[src/rtl/router_pkg.sv]
// Shared types and helpers for the router packet transmitter.
package router_pkg;

    localparam int HDR_ADDR_W = 2;
    localparam int HDR_LEN_W  = 6;

    localparam logic [HDR_ADDR_W-1:0] ILLEGAL_ADDR = 2'b11;

    typedef enum logic [2:0] {
        IDLE,
        LOAD,
        ARM,
        SEND_HDR,
        SEND_PL,
        SEND_PAR,
        GAP
    } state_t;

    // Header byte carries the payload length in the upper bits and the destination below it.
    function automatic logic [7:0] pack_header(input logic [HDR_LEN_W-1:0]  len,
                                               input logic [HDR_ADDR_W-1:0] addr);
        return {len, addr};
    endfunction

endpackage

[src/rtl/router_pkt_buf.sv]
// Payload store: written while loading, read combinationally while sending.
module router_pkt_buf #(
    parameter int DEPTH = 64,
    parameter int AW    = 6
) (
    input  logic          clock,
    input  logic          wr_en_i,
    input  logic [AW-1:0] waddr_i,
    input  logic [7:0]    wdata_i,
    input  logic [AW-1:0] raddr_i,
    output logic [7:0]    rdata_o
);

    logic [7:0] mem_q [DEPTH];

    // Contents are don't-care after reset, so the array carries no reset.
    always_ff @(posedge clock) begin
        if (wr_en_i) begin
            mem_q[waddr_i] <= wdata_i;
        end
    end

    assign rdata_o = mem_q[raddr_i];

endmodule

[src/rtl/router_pkt_tx.sv]
// Packet transmitter: buffers a whole payload, then streams header, payload and
// parity into the router while honouring its busy stall.
module router_pkt_tx
    import router_pkg::*;
#(
    parameter int MAX_LEN    = 63,
    parameter int GAP_CYCLES = 2
) (
    input  logic       clock,
    input  logic       resetn,
    input  logic       cmd_valid,
    output logic       cmd_ready,
    input  logic [5:0] cmd_len,
    input  logic [1:0] cmd_addr,
    input  logic       cmd_corrupt,
    input  logic       pl_valid,
    output logic       pl_ready,
    input  logic [7:0] pl_data,
    input  logic       busy,
    output logic       pkt_valid,
    output logic [7:0] tx_data,
    output logic       cmd_err,
    output logic       tx_done,
    output logic       tx_busy
);

    localparam int GW = (GAP_CYCLES > 0) ? $clog2(GAP_CYCLES + 1) : 1;

    state_t                  state_q, state_d;
    logic [HDR_LEN_W-1:0]    len_q, len_d;
    logic [HDR_ADDR_W-1:0]   addr_q, addr_d;
    logic                    corrupt_q, corrupt_d;
    logic [7:0]              parity_q, parity_d;
    logic [5:0]              wptr_q, wptr_d;
    logic [5:0]              rptr_q, rptr_d;
    logic [GW-1:0]           gap_q, gap_d;
    logic [7:0]              tx_data_q, tx_data_d;
    logic                    pkt_valid_q, pkt_valid_d;
    logic                    cmd_err_q, cmd_err_d;
    logic                    tx_done_q, tx_done_d;

    logic                    buf_we;
    logic [7:0]              buf_rdata;
    logic [7:0]              wire_parity;

    router_pkt_buf #(
        .DEPTH (MAX_LEN + 1),
        .AW    (6)
    ) u_buf (
        .clock   (clock),
        .wr_en_i (buf_we),
        .waddr_i (wptr_q),
        .wdata_i (pl_data),
        .raddr_i (rptr_q),
        .rdata_o (buf_rdata)
    );

    assign wire_parity = corrupt_q ? ~parity_q : parity_q;

    // Next-state logic; wire outputs only move on an edge where the router is not busy.
    always_comb begin
        state_d     = state_q;
        len_d       = len_q;
        addr_d      = addr_q;
        corrupt_d   = corrupt_q;
        parity_d    = parity_q;
        wptr_d      = wptr_q;
        rptr_d      = rptr_q;
        gap_d       = gap_q;
        tx_data_d   = tx_data_q;
        pkt_valid_d = pkt_valid_q;
        cmd_err_d   = 1'b0;
        tx_done_d   = 1'b0;
        buf_we      = 1'b0;

        case (state_q)
            IDLE: begin
                if (cmd_valid) begin
                    if (cmd_addr == ILLEGAL_ADDR) begin
                        cmd_err_d = 1'b1;
                    end else begin
                        len_d     = cmd_len;
                        addr_d    = cmd_addr;
                        corrupt_d = cmd_corrupt;
                        parity_d  = pack_header(cmd_len, cmd_addr);
                        wptr_d    = '0;
                        state_d   = (cmd_len != '0) ? LOAD : ARM;
                    end
                end
            end
            LOAD: begin
                if (pl_valid) begin
                    buf_we   = 1'b1;
                    wptr_d   = wptr_q + 6'd1;
                    parity_d = parity_q ^ pl_data;
                    if (wptr_q == len_q - 6'd1) begin
                        state_d = ARM;
                    end
                end
            end
            ARM: begin
                if (!busy) begin
                    tx_data_d   = pack_header(len_q, addr_q);
                    pkt_valid_d = 1'b1;
                    rptr_d      = '0;
                    state_d     = SEND_HDR;
                end
            end
            SEND_HDR: begin
                if (!busy) begin
                    if (len_q != '0) begin
                        tx_data_d = buf_rdata;
                        rptr_d    = 6'd1;
                        state_d   = SEND_PL;
                    end else begin
                        tx_data_d   = wire_parity;
                        pkt_valid_d = 1'b0;
                        state_d     = SEND_PAR;
                    end
                end
            end
            SEND_PL: begin
                if (!busy) begin
                    if (rptr_q != len_q) begin
                        tx_data_d = buf_rdata;
                        rptr_d    = rptr_q + 6'd1;
                    end else begin
                        tx_data_d   = wire_parity;
                        pkt_valid_d = 1'b0;
                        state_d     = SEND_PAR;
                    end
                end
            end
            SEND_PAR: begin
                if (!busy) begin
                    tx_data_d = 8'h00;
                    tx_done_d = 1'b1;
                    gap_d     = GW'(GAP_CYCLES);
                    state_d   = GAP;
                end
            end
            GAP: begin
                if (gap_q <= GW'(1)) begin
                    gap_d   = '0;
                    state_d = IDLE;
                end else begin
                    gap_d = gap_q - GW'(1);
                end
            end
            default: begin
                state_d = IDLE;
            end
        endcase
    end

    // State and output registers with synchronous active-low reset.
    always_ff @(posedge clock) begin
        if (!resetn) begin
            state_q     <= IDLE;
            len_q       <= '0;
            addr_q      <= '0;
            corrupt_q   <= 1'b0;
            parity_q    <= '0;
            wptr_q      <= '0;
            rptr_q      <= '0;
            gap_q       <= '0;
            tx_data_q   <= 8'h00;
            pkt_valid_q <= 1'b0;
            cmd_err_q   <= 1'b0;
            tx_done_q   <= 1'b0;
        end else begin
            state_q     <= state_d;
            len_q       <= len_d;
            addr_q      <= addr_d;
            corrupt_q   <= corrupt_d;
            parity_q    <= parity_d;
            wptr_q      <= wptr_d;
            rptr_q      <= rptr_d;
            gap_q       <= gap_d;
            tx_data_q   <= tx_data_d;
            pkt_valid_q <= pkt_valid_d;
            cmd_err_q   <= cmd_err_d;
            tx_done_q   <= tx_done_d;
        end
    end

    assign cmd_ready = (state_q == IDLE);
    assign pl_ready  = (state_q == LOAD);
    assign tx_busy   = (state_q != IDLE);
    assign pkt_valid = pkt_valid_q;
    assign tx_data   = tx_data_q;
    assign cmd_err   = cmd_err_q;
    assign tx_done   = tx_done_q;

endmodule

[config.mk]
export PLATFORM = sky130hd
export DESIGN_NAME = router_pkt_tx
export DESIGN_NICKNAME = d
export VERILOG_FILES = /design/src/rtl/router_pkg.sv /design/src/rtl/router_pkt_buf.sv /design/src/rtl/router_pkt_tx.sv
export SDC_FILE = /design/constraint.sdc
export NUM_CORES = 1
export LEC_CHECK = 0
export ABC_AREA = 0
export CAP_MARGIN = 20
export CORE_MARGIN = 2
export CORE_UTILIZATION = 55
export DETAILED_ROUTE_END_ITERATION = 16
export GPL_TIMING_DRIVEN = 0
export PLACE_DENSITY = 0.71
export REMOVE_ABC_BUFFERS = 1
export SYNTH_ARGS = -nofsm -noshare
export SYNTH_HDL_FRONTEND = slang
export SYNTH_SLANG_ARGS = --single-unit
export TNS_END_PERCENT = 5
[constraint.sdc]
create_clock -name clock -period 6.45 [get_ports clock]
set_input_delay 1.935 -clock clock [delete_from_list [all_inputs] [get_ports clock]]
set_output_delay 1.935 -clock clock [all_outputs]
set_load 0.02 [all_outputs]
* Yosys cells after proc, flatten, opt, wreduce, memory -nomap -nowiden
Memories as Yosys holds them, arrays and structs flattened. A register that Yosys moved wholly into a read port is not among the register bits. Cells that the tools add are included.
Word-level totals: bits in writable memories 512, input port bits 22, word-level logic and storage cells 112, memories 1, output and inout bits 14, register bits 45
Memories:
- u_buf.mem_q | depth 64, width 8, rd ports 1, clocked after Yosys merged registers in 1, wr ports 1, RTL line router_pkt_buf.sv:14 | logic [7:0] mem_q [DEPTH];
Cells by class: reduce and logical (&&, ||, !) cells 17, multiplexer cells 52, equality and inequality tests 22, add/subtract/negate cells 4, bitwise logic cells 3, $lt $le $gt $ge 1
Operators by type and width (number):
- $mux W8 | 10
- $mux W6 | 10
- $pmux W8 S4 | 1
- $mux W3 | 10
- $ne A2 B2 Y1 const B | 12
- $pmux W3 S7 | 1
- $pmux W6 S3 | 1
- $pmux W8 S2 | 1
- $add A6 B1 Y6 const B | 2
- $mux W1 | 12
- $pmux W6 S2 | 1
- $reduce_and A6 Y1 | 2
- $reduce_bool A6 Y1 | 2
- $reduce_and A10 Y1 | 1
- $eq A3 B3 Y1 const B | 3
- $not A8 Y8 | 1
- $xor A8 B8 Y8 | 1
- $eq A3 B2 Y1 const B | 2
- $eq A6 B6 Y1 | 1
- $mux W2 | 3
- $ne A6 B6 Y1 | 1
- $reduce_and A3 Y1 | 2
- $reduce_bool A3 Y1 | 2
- $sub A6 B1 Y6 const B | 1
- 14 further kinds | 16

* Logic depth before layout (Yosys ltp)
depth in word-level cells 6, mapped depth 9, gate-level depth less buffers 8

* By module
A second synthesis with hierarchy kept.
Second synthesis, totals: cells, all modules 1281, area total of the unflattened synthesis 22726.8 µm²
By module, submodules not included:
- router_pkt_buf | area an instance 20006.7 µm², seq. area each 15374.7 µm², times used 1, cells each 932
- router_pkt_tx | area an instance 2720.1 µm², seq. area each 900.9 µm², times used 1, cells each 349

* Worst setup path before layout
OpenSTA, ideal clock, no wires.
kind input -> register, from input pl_valid, to register wptr_q[4], library setup time 0.119 ns, arrival 3.066 ns, data required time 6.331 ns, cell stages on the path 6, setup slack 3.265 ns, path buffers 1, cell sequence or4bb_1 -> o21ai_4 -> buf_6 -> nand4_1 -> xor2_1 -> nor2_1
Between the ends: word-level cells in the longest chain between the ends 2
Ends and longest elaborated chain:
- start, declared | RTL line router_pkt_tx.sv:16 | input logic pl_valid,
- $ne A2 B2 Y1 (no line)
- $reduce_and A4 Y1 (no line)
- end signal, assigned | RTL line router_pkt_tx.sv:177 | wptr_q <= wptr_d;
- end, declared | RTL line router_pkt_tx.sv:34 | logic [5:0] wptr_q, wptr_d;
No other way between the ends. A chain may end at the register's enable or synchronous reset.

* Worst setup path in the final report
from register state_q[0], to output pl_ready
Between the ends: word-level cells in the longest chain between the ends 1
Ends and longest elaborated chain:
- start, declared | RTL line router_pkt_tx.sv:29 | state_t state_q, state_d;
- start signal, assigned | RTL line router_pkt_tx.sv:172 | state_q <= state_d;
- $eq A3 B1 Y1 | RTL line router_pkt_tx.sv:188 | assign pl_ready = (state_q == LOAD);
- end, declared | RTL line router_pkt_tx.sv:17 | output logic pl_ready,
No other way between the ends.

==> results.md <==
Status:
- The flow ran to the end, and the final reports show no timing, DRC or antenna violations.

Logic synthesis:
- Counting flops with a built-in enable in the synthesized netlist gives 512.
- After Yosys synthesis, and, or, nand and nor cells account for 4.93% of the synthesized area.
- Dividing the synthesized area by the synthesized cell count gives 17.1 um2.
- For this run, the number of Yosys warnings is 0.
- The area fraction in compound gates after synthesis is 6.99%.
- The summed instance area of the synthesized netlist is 22,800 um2.
- The number of instances in the synthesized netlist is 1,332.
- Sequential cells were found to cover 72.0% of the synthesized design area.
- After synthesis, the share of cell area in mux cells is 12.8%.
- Counting flops with an async set or reset pin after synthesis yields a share of 0%.
- The most used flip-flop cell after synthesis is sky130_fd_sc_hd__edfxtp_1.
- The synthesized design contains 563 register bits.
- The dominant combinational cell family by area after synthesis is multiplexers.
- The xor/xnor share of the synthesized area is 0.961%.
- After synthesis, the netlist uses 72 different library cells.
- The synthesized netlist devotes 0.165% of its cell area to adder and majority cells.

Worst hold path:
- The worst hold path was traced through 2 stages.
- The startpoint identified for the worst hold timing path is rptr_q[5]$_SDFFE_PN0N_.
- The endpoint of the worst hold-timing path is rptr_q[5]$_SDFFE_PN0N_.
- The tightest min-delay check is of the reg2reg type.

Job:
- The max-capacitance violation count is 0.

Drt:
- The number of nets still failing antenna checks after routing is 0.
- Using the TritonRoute via totals, the vias-per-cell ratio works out to 6.22.
- The routed layout has 12.1k vias.
- The initial detailed-routing violation count is 1,248.
- The routed wire length per instance is 25.6 um.
- The detailed-route DRC error count is 0.
- The final wirelength is 49,700 um.
- The first-pass iteration count of the detailed router is 5.

Finish:
- The number of standard cells in the layout, taps in and fillers out is 1,941.
- The repair_antennas step left the layout with diodes totalling 0.
- The final layout contains 1,386 nets.
- Of the cells placed in the final design, the portion with a size suffix greater than 1 is 18.4%.
- The area growth from synthesis to layout is 11.9%.

STA:
- The slew at the pin closest to its max-slew limit is 1.03 ns.
- Setup repair after global routing left no endpoint under its margin.
- The worst slew slack as a fraction of its limit is 30.9%.
- The number of pins with negative max-slew slack in the final report is 0.
- The post-layout worst setup margin is 1.38 ns.
- The count of final hold-check violations is 0.
- The number of endpoints failing setup at the final stage is 0.
- The time the worst path needs with I/O delays and setup is 5.07 ns.
- The share of the clock period used by the worst path is 78.6%.
- Between clock sinks in the finished design, the worst skew comes to 0.0105 ns.
- The maximum clock frequency is 0.197 GHz.
- The worst slack on hold paths is 0.509 ns.

GRT:
- The routing usage on met3 is 3.71%.
- The largest net degree at the start of global routing is 61.
- Global routing used 37.1% of the available met2 tracks.
- The initial antenna violation count is 0.
- The total grt overflow is 0.
- The overall track demand over capacity in global routing is 23.1%.
- The highest-utilization routing layer at the global route stage is met2.
- The via count of the first global-routing pass is 12.0k.
- Global routing used 32.8% of the available met1 tracks.
- The first global-routing pass estimated 74,800 um of wire.

Clock tree:
- The post-CTS resize count is 0.
- The clock latency reported for the late side of the worst-skew pair is 0.61 ns.
- After clock tree synthesis, the clock-pin slew on the worst setup and hold paths is 0.06 ns.
- The number of buffers created by CTS is 56.
- TritonCTS built the clock tree.
- In this run the post-CTS setup repair buffer count came out at 0.
- The count of hold buffers inserted by post-cts repair is 0.
- The number of H-tree levels is 2.
- The total clock sinks is 563.
- The worst-case clock buffer depth is 3.
- CTS placed an instance of sky130_fd_sc_hd__clkbuf_16 at the clock tree root.

Setup path:
- The worst setup path is captured at a primary output.
- Measured in cells, the most critical reg-to-reg path has a length of 5.
- The type of the setup path with the least slack is reg2out.
- The reg-to-reg critical path startpoint is state_q[0]$_SDFFE_PN0P_.
- At the worst endpoint, the arrival time is 3.14 ns.
- The endpoint identified for the worst register-to-register timing path is u_buf.mem_q[38][0]$_DFFE_PP_.
- STA classifies the critical path startpoint as a flip-flop.
- The required time at the endpoint of the critical path is 4.51 ns.
- The maximum fanout encountered on the critical timing path is 31.
- In this run the register-to-register setup slack is 2.43 ns.

Placed design:
- The post-placement cell count is 1,834.
- The port buffer count is 35.
- After legalization and detailed placement, the total HPWL measured 31,000 um.
- Routability-driven placement finished with a final weighted congestion of 0.836.
- Timing analysis after detailed placement gives a worst setup slack of 1.67 ns.

Floorplanning:
- The floorplan die area is 43,100 um2.
- The number of placement rows is 74.
- The effective utilization at floorplan is 55.8%.
- Measured along the x axis, the die boundary spans 208 um.
- The number of top-level pins is 36.
- After floorplanning, the core was sized to cover 40,800 um2.
- The floorplan step set the die height to 208 um.

Pwr:
- The internal power of the cells totals 6.10 mW.
- The analysis attributes to cell leakage a power of 7.86 nW.
- VDD sags by at most 0.191 mV.
- The sequential share of power is 52.3%.
- For this design the ratio of total power to cell area is 307 nW/um2.
- Summing internal, switching and leakage power gives 7.82 mW.
- The logic gate share of total power is 6.4%.
- The clock network accounts for 41.3% of the total power.
- Net switching is 22.0% of the power.
- The power spent charging and discharging nets is 1.72 mW.
-- worst max-delay path, cell delays in order (launching register included) --
cell,delay (ns)
sky130_fd_sc_hd__dfxtp_1,0.64
sky130_fd_sc_hd__inv_2,0.16
sky130_fd_sc_hd__or3_1,0.80
sky130_fd_sc_hd__inv_1,0.27
sky130_fd_sc_hd__clkdlybuf4s50_1,0.64
-- Yosys cell counts, types with 8 or more instances --
master / number / area, um2
sky130_fd_sc_hd__nand3_1: 14 / 70.1
sky130_fd_sc_hd__a22oi_1: 56 / 420
sky130_fd_sc_hd__buf_4: 10 / 75.1
sky130_fd_sc_hd__xor2_1: 20 / 175
sky130_fd_sc_hd__buf_2: 22 / 110
sky130_fd_sc_hd__dfxtp_1: 51 / 1020
sky130_fd_sc_hd__a21oi_1: 10 / 50.1
sky130_fd_sc_hd__a221oi_1: 8 / 70.1
sky130_fd_sc_hd__clkbuf_1: 26 / 97.6
sky130_fd_sc_hd__nand2b_1: 11 / 68.8
sky130_fd_sc_hd__mux4_2: 64 / 1440
sky130_fd_sc_hd__buf_6: 10 / 113
sky130_fd_sc_hd__buf_1: 10 / 37.5
sky130_fd_sc_hd__o22ai_1: 16 / 100
sky130_fd_sc_hd__mux2i_1: 76 / 761
sky130_fd_sc_hd__o21ai_1: 25 / 125
sky130_fd_sc_hd__a221o_1: 16 / 160
sky130_fd_sc_hd__mux2_2: 64 / 721
sky130_fd_sc_hd__nand2_1: 36 / 135
sky130_fd_sc_hd__nor2_1: 95 / 357
sky130_fd_sc_hd__edfxtp_1: 512 / 15400
sky130_fd_sc_hd__nor2b_1: 23 / 144
sky130_fd_sc_hd__o21ai_0: 48 / 240
sky130_fd_sc_hd__o221ai_1: 24 / 210
-- worst max-delay path by stage --
stage                                       start                           end  slack [ns]  cells past startpoint
after global routing      state_q[0]$_SDFFE_PN0P_                      pl_ready        1.25                      4
final                     state_q[0]$_SDFFE_PN0P_                      pl_ready        1.38                      4
after global placement                  flip-flop       tx_data[4]$_SDFFE_PN0P_       -3.54                      6
after floorplan                         flip-flop       tx_data[0]$_SDFFE_PN0P_       -0.11                      6
after detailed placement                 pl_valid  u_buf.mem_q[18][0]$_DFFE_PP_        1.67                      4
after CTS                 state_q[0]$_SDFFE_PN0P_                      pl_ready        1.35                      4
-- cell type report --
class	instances	area, um2
clock buffer	70	1500
inverter	7	26.3
tap	532	666
multi-input combinational	682	5920
fill	2849	15300
sequential	563	16400
clock inverter	36	332
timing repair buffer	51	654
-- logic make-up (layout without fill, tap and decap cells) --
kind of cell	count (synthesis)	after routing
simple gates	225	225
buf+inv	87	164
flops	563	563
xor+xnor	25	25
mux	204	204
compound gates	225	225
fa+ha+maj	3	3
-- registers in the layout (all words and copies together) (netlist names), named ones only --
register     cells
wptr_q           6
u_buf.mem_q    512
gap_q            2
state_q          3
addr_q           2
rptr_q           6
corrupt_q        1
pkt_valid        1
tx_data          8
tx_done          1
cmd_err          1
parity_q         8
len_q            6
-- power by group through the flow --
| stage | clock [mW] | combinational (mW) | sequential (mW) |
|---|---|---|---|
| floorplan | 0 | 0.284 | 4.15 |
| global placement | 0 | 0.476 | 4.17 |
| detailed placement | 0 | 0.498 | 4.16 |
| CTS | 3.27 | 0.501 | 4.08 |
| global route | 3.40 | 0.546 | 4.09 |
| finish | 3.23 | 0.501 | 4.08 |
-- metal layers --
metal	vias to the layer above	part of all wire (%)
li1	5382	-
met1	6198	42
met2	409	49
met3	78	6.7
met4	0	2.3
met5	-	0
-- through the flow --
step,util [%],cell area (um2),TNS [ns]
floorplan,-,22300,-0.841
finish,62.4,25500,0
global route,62.4,25500,0
CTS,62.4,25500,0
detailed placement,57.9,23600,0
global placement,57.1,23300,-27.59
-- placed cells by master, fill, tap and decap left out, types with 22 or more instances in the layout --
master and n:
sky130_fd_sc_hd__o21ai_1 25, sky130_fd_sc_hd__nor2b_1 22, sky130_fd_sc_hd__o221ai_1 24, sky130_fd_sc_hd__nor2_1 94
sky130_fd_sc_hd__clkbuf_16 58, sky130_fd_sc_hd__nand2_1 36, sky130_fd_sc_hd__mux2_2 64, sky130_fd_sc_hd__o21ai_0 48
sky130_fd_sc_hd__edfxtp_1 512, sky130_fd_sc_hd__a22oi_1 56, sky130_fd_sc_hd__mux4_2 64, sky130_fd_sc_hd__clkdlybuf4s50_1 27
sky130_fd_sc_hd__mux2i_1 76, sky130_fd_sc_hd__dfxtp_1 49
Note: power is estimated with default switching activity, not from simulation.
